## config.mk

```make
export PLATFORM = sky130hd
export DESIGN_NAME = seq_det_scheduler
export DESIGN_NICKNAME = d
export VERILOG_FILES = /design/src/rtl/seq_det_pkg.sv /design/src/rtl/seq_det_core.sv /design/src/rtl/seq_det_scheduler.sv
export SDC_FILE = /design/constraint.sdc
export NUM_CORES = 1
export LEC_CHECK = 0
export BUFFER_PORTS_ARGS = -buffer_cell sky130_fd_sc_hd__buf_4
export CORE_MARGIN = 2
export CORE_UTILIZATION = 40
export CTS_BUF_LIST = sky130_fd_sc_hd__clkbuf_8
export CTS_CLUSTER_DIAMETER = 30
export DETAILED_ROUTE_END_ITERATION = 12
export PLACE_DENSITY = 0.67
export SLEW_MARGIN = 20
export SYNTH_ARGS = -nofsm -noshare
export SYNTH_HDL_FRONTEND = slang
export SYNTH_SLANG_ARGS = --single-unit
```

## constraint.sdc

```tcl
create_clock -name clk -period 6.2 [get_ports clk]
set_input_delay 1.24 -clock clk [delete_from_list [all_inputs] [get_ports clk]]
set_output_delay 1.24 -clock clk [all_outputs]
set_load 0.02 [all_outputs]
```

## src/rtl/seq_det_pkg.sv

```systemverilog
// Shared definitions for the multi-channel 1011 sequence detector:
// per-channel context encoding and the detected pattern.
package seq_det_pkg;

    localparam int unsigned STATE_W = 2;

    // Context encodes the longest matched prefix of the pattern
    localparam logic [STATE_W-1:0] S0 = 2'b00;
    localparam logic [STATE_W-1:0] S1 = 2'b01;
    localparam logic [STATE_W-1:0] S2 = 2'b10;
    localparam logic [STATE_W-1:0] S3 = 2'b11;

    localparam int unsigned PAT_W = 4;
    localparam logic [PAT_W-1:0] PATTERN = 4'b1011;

endpackage

```

## src/rtl/seq_det_core.sv

```systemverilog
// Combinational next-context and Mealy hit logic for one 1011 detector step;
// shared by all channels through the scheduler.
module seq_det_core
    import seq_det_pkg::*;
(
    input  logic [STATE_W-1:0] state,
    input  logic               din,
    output logic [STATE_W-1:0] next_state,
    output logic               hit
);

    always_comb begin
        next_state = S0;
        hit        = 1'b0;
        case (state)
            S0: next_state = din ? S1 : S0;
            S1: next_state = din ? S1 : S2;
            S2: next_state = din ? S3 : S0;
            S3: begin
                next_state = din ? S1 : S2;
                hit        = (din == PATTERN[0]);
            end
        endcase
    end

endmodule

```

## src/rtl/seq_det_scheduler.sv

```systemverilog
// Round-robin scheduler time-sharing one 1011 detector across NCH serial
// channels, with per-channel contexts, match pulses and saturating counters.
module seq_det_scheduler
    import seq_det_pkg::*;
#(
    parameter  int unsigned NCH   = 4,
    parameter  int unsigned CNT_W = 8,
    localparam int unsigned GID_W = (NCH > 1) ? $clog2(NCH) : 1
) (
    input  logic                 clk,
    input  logic                 rst,
    input  logic                 enable,
    input  logic                 soft_clr,
    input  logic [NCH-1:0]       in_valid,
    input  logic [NCH-1:0]       in_bit,
    output logic [NCH-1:0]       in_ready,
    output logic [NCH-1:0]       match,
    output logic [NCH*CNT_W-1:0] match_cnt,
    output logic [GID_W-1:0]     grant_id,
    output logic                 busy
);

    logic [STATE_W-1:0] ctx [NCH];
    logic [CNT_W-1:0]   cnt [NCH];
    logic [GID_W-1:0]   ptr;
    logic [GID_W-1:0]   cand;
    logic [STATE_W-1:0] cur_state;
    logic [STATE_W-1:0] nxt_state;
    logic               hit;

    // Round-robin search starting just after the last granted channel
    always_comb begin
        in_ready = '0;
        grant_id = '0;
        busy     = 1'b0;
        cand     = '0;
        if (enable && !soft_clr) begin
            for (int unsigned k = 1; k <= NCH; k++) begin
                cand = GID_W'((32'(ptr) + k) % NCH);
                if (!busy && in_valid[cand]) begin
                    busy     = 1'b1;
                    grant_id = cand;
                end
            end
        end
        if (busy) begin
            in_ready[grant_id] = 1'b1;
        end
    end

    assign cur_state = ctx[grant_id];

    seq_det_core u_core (
        .state      (cur_state),
        .din        (in_bit[grant_id]),
        .next_state (nxt_state),
        .hit        (hit)
    );

    always_ff @(posedge clk or posedge rst) begin
        if (rst) begin
            for (int unsigned i = 0; i < NCH; i++) begin
                ctx[i] <= S0;
                cnt[i] <= '0;
            end
            match <= '0;
            ptr   <= GID_W'(NCH - 1);
        end else if (soft_clr) begin
            for (int unsigned i = 0; i < NCH; i++) begin
                ctx[i] <= S0;
                cnt[i] <= '0;
            end
            match <= '0;
            ptr   <= GID_W'(NCH - 1);
        end else begin
            match <= '0;
            if (busy) begin
                ctx[grant_id] <= nxt_state;
                ptr           <= grant_id;
                if (hit) begin
                    match[grant_id] <= 1'b1;
                    if (cnt[grant_id] != '1) begin
                        cnt[grant_id] <= cnt[grant_id] + CNT_W'(1);
                    end
                end
            end
        end
    end

    for (genvar i = 0; i < NCH; i++) begin : g_cnt
        assign match_cnt[i*CNT_W +: CNT_W] = cnt[i];
    end

endmodule

```

==> flow_metrics.tcl, run 1 <==
set metrics [dict create \
    cpMaxStageDelayCell "clkinv_1" \
    syn_inst 260 \
    worstPathBufferInverterCount 4 \
    yosysTopAreaCell "dfrtp_1" \
    dp_hpwl_mm 5.03 \
    post_drt_wl_per_cell_um 18.1 \
    area_growth_pct 19.7 \
    post-place-cells 380 \
    rsz0062_at_grt "false" \
    max_slew_margin_pct 51.2 \
    synth_nets 273 \
    dpl_cell_area_mm2 0.00307 \
    internal-power_mw 0.431 \
    dieArea_mm2 0.00727 \
    worst-setup-path-type "primary input to primary output" \
    synth.most_common_cell "dfrtp_1" \
    status "finished clean" \
    drive_gt1_share_pct 29.9 \
    drc 0 \
    final_core_util_pct 49.8 \
    htree_levels 2 \
    clk_pin_slew_ps 90 \
    synth_cell_types 60 \
    cp_cell_sequence "buf_4 -> clkinv_1 -> nand2_1 -> nor2_1 -> nand2_1 -> clkinv_1 -> buf_4" \
    grt_pass1_wl_mm 11.3 \
    grt_pass1_vias 2229 \
    synth-seq-cells 46 \
    grt_max_degree 47 \
    vias 2285 \
    swShare_pct 29.0 \
    grt_usage_pct 19.6 \
    antenna_found_initial 0 \
    setup_viol 0 \
    cp.required_ps 4960 \
    max_freq_mhz 215 \
    synth_common_cells "dfrtp_1 (44), a21oi_1 (22), mux2i_1 (18)" \
    fin_area_mm2 0.00316 \
    worstPathMaxFanout 31 \
    die_y_um 85.2 \
    ir_worst_vdd_v 0.000123 \
    cts.root.buffer_cell "clkbuf_8" \
    synth_area_leaders "dfrtp_1 (42%), mux2i_1 (6.8%), a21oi_1 (4.2%)" \
    p_leak_nw 1.40 \
    setup_slack_ps 1560 \
    num_rows 29 \
    synth_edf_count 0 \
    worst-r2r-setup-slack_ps 2600 \
    drtPass1Iterations 4 \
    final-instance-count-excl-fill 388 \
    fin_setup_tns_ps 0 \
    async_reset_ff_share_pct 100 \
    period_share_pct 74.9 \
    pre_cts_ws_ps 1590 \
    cts_buffer_depth 2 \
    clock_skew_ps 10.4 \
    power_density_mw_per_mm2 192 \
    start_util_pct 41.6 \
    yosysWarnings 0 \
    power.total_mw 0.607 \
    portBuffers 54 \
    antenna_cells 0 \
    finalNetCount 323 \
    period_needed_ps 4640 \
    tightest_slew_ps 731 \
    p_clk_share_pct 30.9 \
    cts-hold-fix-buffers 0 \
    wl_mm 7.02 \
    synth_flop_cell "dfrtp_1" \
    hold_viol 0 \
    avgSynthCellArea_um2 10.2 \
    syn-cell-area_mm2 0.00264 \
    die_w_um 85.2 \
    overflow 0 \
    cp_top_family "buffers and inverters" \
    power_frac_comb_pct 17.9 \
    cts_made_buffers 5 \
    detail-route-antenna-nets 0 \
    cts_setup_buffers 0 \
    max_stage_delay_ps 530 \
    clk_latency_ps 300 \
    yosysSeqAreaShare_pct 43.7 \
    cts_tree "built" \
    nFillCells 603 \
    drt-initial-drc-count 127 \
    clock-sinks 46 \
    cts.repair.resized 0 \
    worstSetupStartpointType "primary input" \
    hold_class "flop to flop" \
    via_per_inst 5.89 \
    drv_slew 0 \
    yosysTopAreaCellShare_pct 41.7 \
    place_congestion 0.853 \
    pwr-share-seq_pct 51.2 \
    whs_ps 488 \
    core_area_mm2 0.00635 \
    maxCapViolCount 0 \
    power_switching_mw 0.176 \
    crit_arrival_ps 3400 \
    io_pins 55 \
    crit_path_end_kind "primary output" \
]
[layout by cell type, fill, tap and decap left out, types with 4 or more instances in the layout]
master	n
dfrtp_1	44
buf_4	56
nor2_1	13
o21ai_0	12
o211ai_1	5
nand2_1	15
a221oi_2	4
inv_1	12
clkinv_1	4
nand3_1	13
xnor2_1	4
o31ai_1	6
o22ai_1	4
clkbuf_8	6
a211oi_1	6
a21oi_1	22
mux2i_1	18
nor3_1	12
[power by group through the flow]
stage / sequential [mW] / combinational, mW / clock (mW)
after floorplan: 0.317 / 0.0788 / 0
after global placement: 0.317 / 0.107 / 0
after detailed placement: 0.317 / 0.108 / 0
after CTS: 0.311 / 0.109 / 0.188
after global routing: 0.312 / 0.119 / 0.201
final: 0.311 / 0.109 / 0.188
[flip-flops by register name, indices dropped and copies added (netlist names)]
name and flops:
ctx 8, match 4, ptr 2, match_cnt 32
[cells by family after synthesis]
logic type,after synthesis,synth area share [%]
compound gates,88,26.3
buf+inv,28,5.50
flops,46,43.7
xor+xnor,6,1.99
simple gates,71,14.3
fa+ha+maj,1,0.474
mux,20,7.82
[worst paths after layout]
check | start | end | cells past startpoint
worst max-delay path | soft_clr | in_ready[3] | 7
worst min-delay path | ctx[6] | ctx[6] | 2
worst max register to register | ptr[0] | match_cnt[7] | 9
worst min register to register | ctx[6] | ctx[6] | 2
max in group asynchronous | rst | ptr[0] | 3
min in group asynchronous | rst | match_cnt[12] | 3
[layout make-up]
class / count / area [µm²] / share of cell area [%]
multi-input cells: 186 / 1340 / 42.5
flip-flops and latches: 46 / 1150 / 36.5
repair buffers: 56 / 420 / 13.3
well taps: 77 / 96.3 / 3.05
clock buffers: 6 / 82.6 / 2.61
inverters: 15 / 56.3 / 1.78
clock inverters: 2 / 8.76 / 0.277
[layer usage]
layer  wire, µm  track usage [%]
met4         75             6.20
met2       3450             30.8
met1       3020             27.3
met3        486             3.89
met5          0                0
[tightest hold or removal path: cells and delay by family (launching register included)]
family / cells / cell delay, ps
AOI/OAI and AO/OA: 1 / 60
DFF: 1 / 350
and+or+nand+nor: 1 / 50
Power figures use the tool's default switching activity.
==> run 2, diff against run 1 <==
--- a/config.mk
+++ b/config.mk
@@ -11,7 +11,7 @@
 export CTS_BUF_LIST = sky130_fd_sc_hd__clkbuf_8
 export CTS_CLUSTER_DIAMETER = 30
 export DETAILED_ROUTE_END_ITERATION = 12
-export PLACE_DENSITY = 0.67
+export PLACE_DENSITY = 0.7
 export SLEW_MARGIN = 20
 export SYNTH_ARGS = -nofsm -noshare
 export SYNTH_HDL_FRONTEND = slang
==> constraint.sdc (replaced) <==
create_clock -name clk -period 3.8 [get_ports clk]
set_input_delay 0.76 -clock clk [delete_from_list [all_inputs] [get_ports clk]]
set_output_delay 0.76 -clock clk [all_outputs]
set_load 0.02 [all_outputs]
==> run 2 against run 1 <==
  * Utilization increased by 2.2 points
  * Setup slack got worse by 1100 ps
  * Critical path type is now flop to flop
  * Global-route usage increased by 1.7 points
  * Clock power increased by 62%
  * Cell count increased by 4.9%
  * Sequential cell count unchanged
  * Critical path depth increased by 4
  * Die area unchanged
  * Non-clock buffer count increased by 19
  * Clock skew decreased by 1.8 ps
  * Register-to-register slack got worse by 2100 ps
  * Largest power group unchanged
  * Sequential power increased by 63%
==> flow_metrics.tcl, run 2 (synthesized netlist as in run 1, its figures left out) <==
set metrics [dict create \
    status "finished clean" \
    setup_slack_ps 491 \
    cts_buffer_depth 2 \
    drv_slew 0 \
    cts_setup_buffers 0 \
    detail-route-antenna-nets 0 \
    via_per_inst 5.77 \
    core_area_mm2 0.00635 \
    crit_end "match_cnt[20]" \
    cts.repair.resized 0 \
    cpMaxStageDelayCell "dfstp_2" \
    antenna_found_initial 0 \
    setup_viol 0 \
    crit_arrival_ps 3500 \
    hold_class "flop to flop" \
    finalNetCount 342 \
    overflow 0 \
    rsz0062_at_grt "false" \
    cp.required_ps 4000 \
    grt_usage_pct 21.3 \
    drtPass1Iterations 4 \
    final-instance-count-excl-fill 407 \
    place_congestion 0.920 \
    drt-initial-drc-count 122 \
    dp_hpwl_mm 5.50 \
    power.total_mw 1.01 \
    post-place-cells 399 \
    worstSetupStartpointType "flop" \
    largest_register_ffs 32 \
    power_density_mw_per_mm2 305 \
    vias 2348 \
    antenna_cells 0 \
    worst-r2r-setup-slack_ps 490 \
    cp_cell_sequence "nand2b_1 -> a21boi_1 -> or3_2 -> mux2i_1 -> a21o_1 -> inv_1 -> ha_1 -> nand3_1 -> o311a_4 -> a21oi_4 -> mux2_1" \
    reg2reg_depth 11 \
    timing.critical_path.from "ptr[0]" \
    portBuffers 54 \
    max_stage_delay_ps 580 \
    clock-sinks 46 \
    min_from "ctx[7]" \
    htree_levels 2 \
    clk_latency_ps 310 \
    cts-hold-fix-buffers 0 \
    ir_worst_vdd_v 0.000148 \
    worstPathMaxFanout 13 \
    die_w_um 85.2 \
    period_needed_ps 3310 \
    whs_ps 492 \
    cts_made_buffers 5 \
    wl_mm 7.44 \
    r2r-end "match_cnt[20]" \
    fin_setup_tns_ps 0 \
    final_cell_mix "buf_4 (75), dfrtp_1 (44), a21oi_1 (22)" \
    dieArea_mm2 0.00727 \
    worst-setup-path-type "flop to flop" \
    grt_pass1_vias 2373 \
    r2r_start "ptr[0]" \
    crit_path_end_kind "flop" \
    p_leak_nw 1.48 \
    cts_tree "built" \
    cts.root.buffer_cell "clkbuf_8" \
    io_pins 55 \
    grt_max_degree 47 \
    drc 0 \
    period_share_pct 87.1 \
    start_util_pct 41.6 \
    hold_viol 0 \
    tightest_slew_ps 574 \
    clk_pin_slew_ps 90 \
    num_rows 29 \
    clock_skew_ps 8.58 \
    grt_pass1_wl_mm 12.3 \
    drive_gt1_share_pct 34.2 \
    max_freq_mhz 302 \
    post_drt_wl_per_cell_um 18.3 \
    max_slew_margin_pct 61.7 \
    pre_cts_ws_ps 195 \
    maxCapViolCount 0 \
    layout_commonest_cell "buf_4" \
    area_growth_pct 25.0 \
    die_y_um 85.2 \
]
## run 2: changes by cell type in the layout (fill, tap and decap cells not counted), sizes merged
| cell | delta |
|---|---|
| buf | +19 |
| clkbuf | -1 |
| clkinv | +1 |
| clkinvlp | +1 |
| inv | -1 |
## run 2: how the worst min path moves through the flow
stage / slack (ps) / cells after the start / to
2_1_floorplan: 450 / 2 / ctx[7]
3_3_place_gp: 470 / 2 / ctx[7]
3_5_place_dp: 480 / 2 / ctx[7]
4_1_cts: 500 / 2 / ctx[7]
5_1_grt: 540 / 2 / ctx[7]
6_report: 490 / 2 / ctx[7]
## run 2: per-layer routing
layer,GRT usage (%),vias to the layer above,part of all wire (%)
li1,-,1111,-
met3,4.09,16,7.1
met2,32.7,96,46
met4,7.50,0,2.3
met5,0,-,0
met1,30.2,1125,45
## run 2: through the flow
stage / area (µm²) / utilization [%]
finish: 3300 / 52.0
global route: 3300 / 52.0
CTS: 3300 / 52.0
detailed placement: 3210 / 50.6
global placement: 3210 / 50.6
floorplan: 2640 / -
## run 2: where the power goes
group	internal [mW]	leakage, nW	switching (mW)	total, mW
combinational	0.0744	0.802	0.121	0.195
sequential	0.499	0.634	0.00841	0.508
clock	0.129	0.0441	0.176	0.305
total	0.703	1.48	0.305	1.01
## run 2: layout make-up
type / instances / area (µm²)
fill: 587 / 3050
multi-input combinational: 186 / 1340
timing repair buffer: 75 / 563
clock inverter: 3 / 21.3
tap: 77 / 96.3
sequential: 46 / 1150
clock buffer: 5 / 68.8
inverter: 15 / 56.3
## run 2: critical path, delay by kind of cell, from the launching register on
kind	cells	cell delay (ps)
DFF	1	580
AOI/OAI and AO/OA	4	970
muxes	2	480
and+or+nand+nor	3	810
buffers and inverters	1	120
adders and majority gates	1	220
==> run 3, diff against run 2 <==
==> constraint.sdc (replaced) <==
create_clock -name clk -period 3.8 [get_ports clk]
set_input_delay 0.57 -clock clk [delete_from_list [all_inputs] [get_ports clk]]
set_output_delay 0.57 -clock clk [all_outputs]
set_load 0.02 [all_outputs]
==> run 3 against run 2 <==
  * Clock skew is 0.93 ps lower
  * Non-clock buffer count is 12 lower
  * Sequential cell count stayed put
  * Cell area is 1.3% lower
  * Critical path depth stayed put
  * Critical path type unchanged
  * Clock power is 44% higher
  * Sequential power hardly changed
==> flow_metrics.tcl, run 3 (synthesized netlist as in run 1, its figures left out) <==
set metrics [dict create \
    worst-setup-path-type "flop to flop" \
    grt_usage_pct 20.7 \
    portBuffers 54 \
    start_util_pct 41.6 \
    grt_max_degree 47 \
    dp_hpwl_mm 5.09 \
    final_cell_mix "buf_4 (63), dfrtp_1 (44), a21oi_1 (22)" \
    nFillCells 571 \
    clock-sinks 46 \
    htree_levels 2 \
    maxCapViolCount 0 \
    p_leak_nw 1.44 \
    drtPass1Iterations 4 \
    hold_class "primary input to asynchronous set/reset pin" \
    worstPathMaxFanout 9 \
    finalNetCount 330 \
    dieArea_mm2 0.00727 \
    antenna_cells 0 \
    vias 2376 \
    die_y_um 85.2 \
    die_w_um 85.2 \
    hold_viol 0 \
    fin_setup_tns_ps 0 \
    drt-initial-drc-count 150 \
    clk_latency_ps 310 \
    wl_mm 7.26 \
    num_rows 29 \
    layout_commonest_cell "buf_4" \
    drive_gt1_share_pct 31.8 \
    drc 0 \
    antenna_found_initial 0 \
    cp.required_ps 4000 \
    cts_setup_buffers 0 \
    rsz0062_at_grt "false" \
    area_growth_pct 23.4 \
    cts_made_buffers 5 \
    final_core_util_pct 51.3 \
    largest_register_ffs 32 \
    cts.repair.resized 0 \
    place_congestion 0.866 \
    power_density_mw_per_mm2 347 \
    clock_skew_ps 7.65 \
    worstSetupStartpointType "flop" \
    cts.root.buffer_cell "clkbuf_8" \
    cts_tree "built" \
    cpMaxStageDelayCell "dfstp_2" \
    grt_pass1_wl_mm 11.8 \
    via_per_inst 6.02 \
    cts_buffer_depth 2 \
    post_drt_wl_per_cell_um 18.4 \
    max_slew_margin_pct 58.9 \
    io_pins 55 \
    cts-hold-fix-buffers 0 \
    grt_pass1_vias 2239 \
    overflow 0 \
    period_share_pct 91.6 \
    crit_arrival_ps 3680 \
    drv_slew 0 \
    period_needed_ps 3480 \
    detail-route-antenna-nets 0 \
    core_area_mm2 0.00635 \
    cp_cell_sequence "nand2b_1 -> a21boi_1 -> or3_2 -> mux2i_1 -> a21o_1 -> inv_1 -> ha_1 -> nand3_1 -> o311ai_4 -> nor2_4 -> mux2_4" \
    setup_viol 0 \
    ir_worst_vdd_v 0.000212 \
    max_freq_mhz 287 \
    tightest_slew_ps 615 \
    clk_pin_slew_ps 90 \
    status "finished clean" \
    crit_path_end_kind "flop" \
    max_stage_delay_ps 580 \
]
-- run 3: metal layers --
layer	part of all wire [%]	up-vias	GRT usage (%)
li1	-	1090	-
met1	45	1181	28.7
met2	47	94	31.8
met3	6.9	11	5.06
met4	1.6	0	6.93
met5	0	-	0
-- run 3: critical path: cells and delay by family, from the launching register on --
family,cells,cell delay (ps)
flip-flops,1,580
AO/OA/AOI/OAI,3,900
multiplexers,2,490
AND/OR/NAND/NOR,4,1070
adder cells (fa/ha/maj),1,220
buffers and inverters,1,110
-- run 3: final timing paths --
path	end	slack, ps	from	depth (start not counted)
min in group clk	ctx[6]	510	ctx[6]	2
min reg2reg	ctx[6]	510	ctx[6]	2
max	match_cnt[10]	320	ptr[0]	11
max in group asynchronous	ptr[0]	3010	rst	3
min	match_cnt[13]	390	rst	3
max reg2reg	match_cnt[10]	320	ptr[0]	11
-- run 3: per-stage QoR --
stage                     instance area, µm²  worst slack, ps  instances  power, mW  hold WS (ps)
after floorplan                         2640              624        260      0.646           450
after global placement                  3120              306        387      0.696           476
after detailed placement                3120              231        387      0.700           497
after CTS                               3260              335        395       1.14           414
after global routing                    3260             90.8        395       1.18           450
final                                   3260              319        395       1.13           393
-- run 3: power breakdown --
part / switching [mW] / total (mW) / internal [mW]
logic: 0.118 / 0.183 / 0.0645
clock network: 0.175 / 0.438 / 0.263
registers: 0.00865 / 0.508 / 0.499
-- run 3: final cells by class --
class / instances / area (µm²) / share of cell area [%]
well taps: 77 / 96.3 / 2.96
flip-flops and latches: 46 / 1150 / 35.4
inverters: 15 / 56.3 / 1.73
clock buffers: 5 / 68.8 / 2.11
repair buffers: 63 / 473 / 14.5
clock inverters: 3 / 68.8 / 2.11
multi-input cells: 186 / 1340 / 41.2
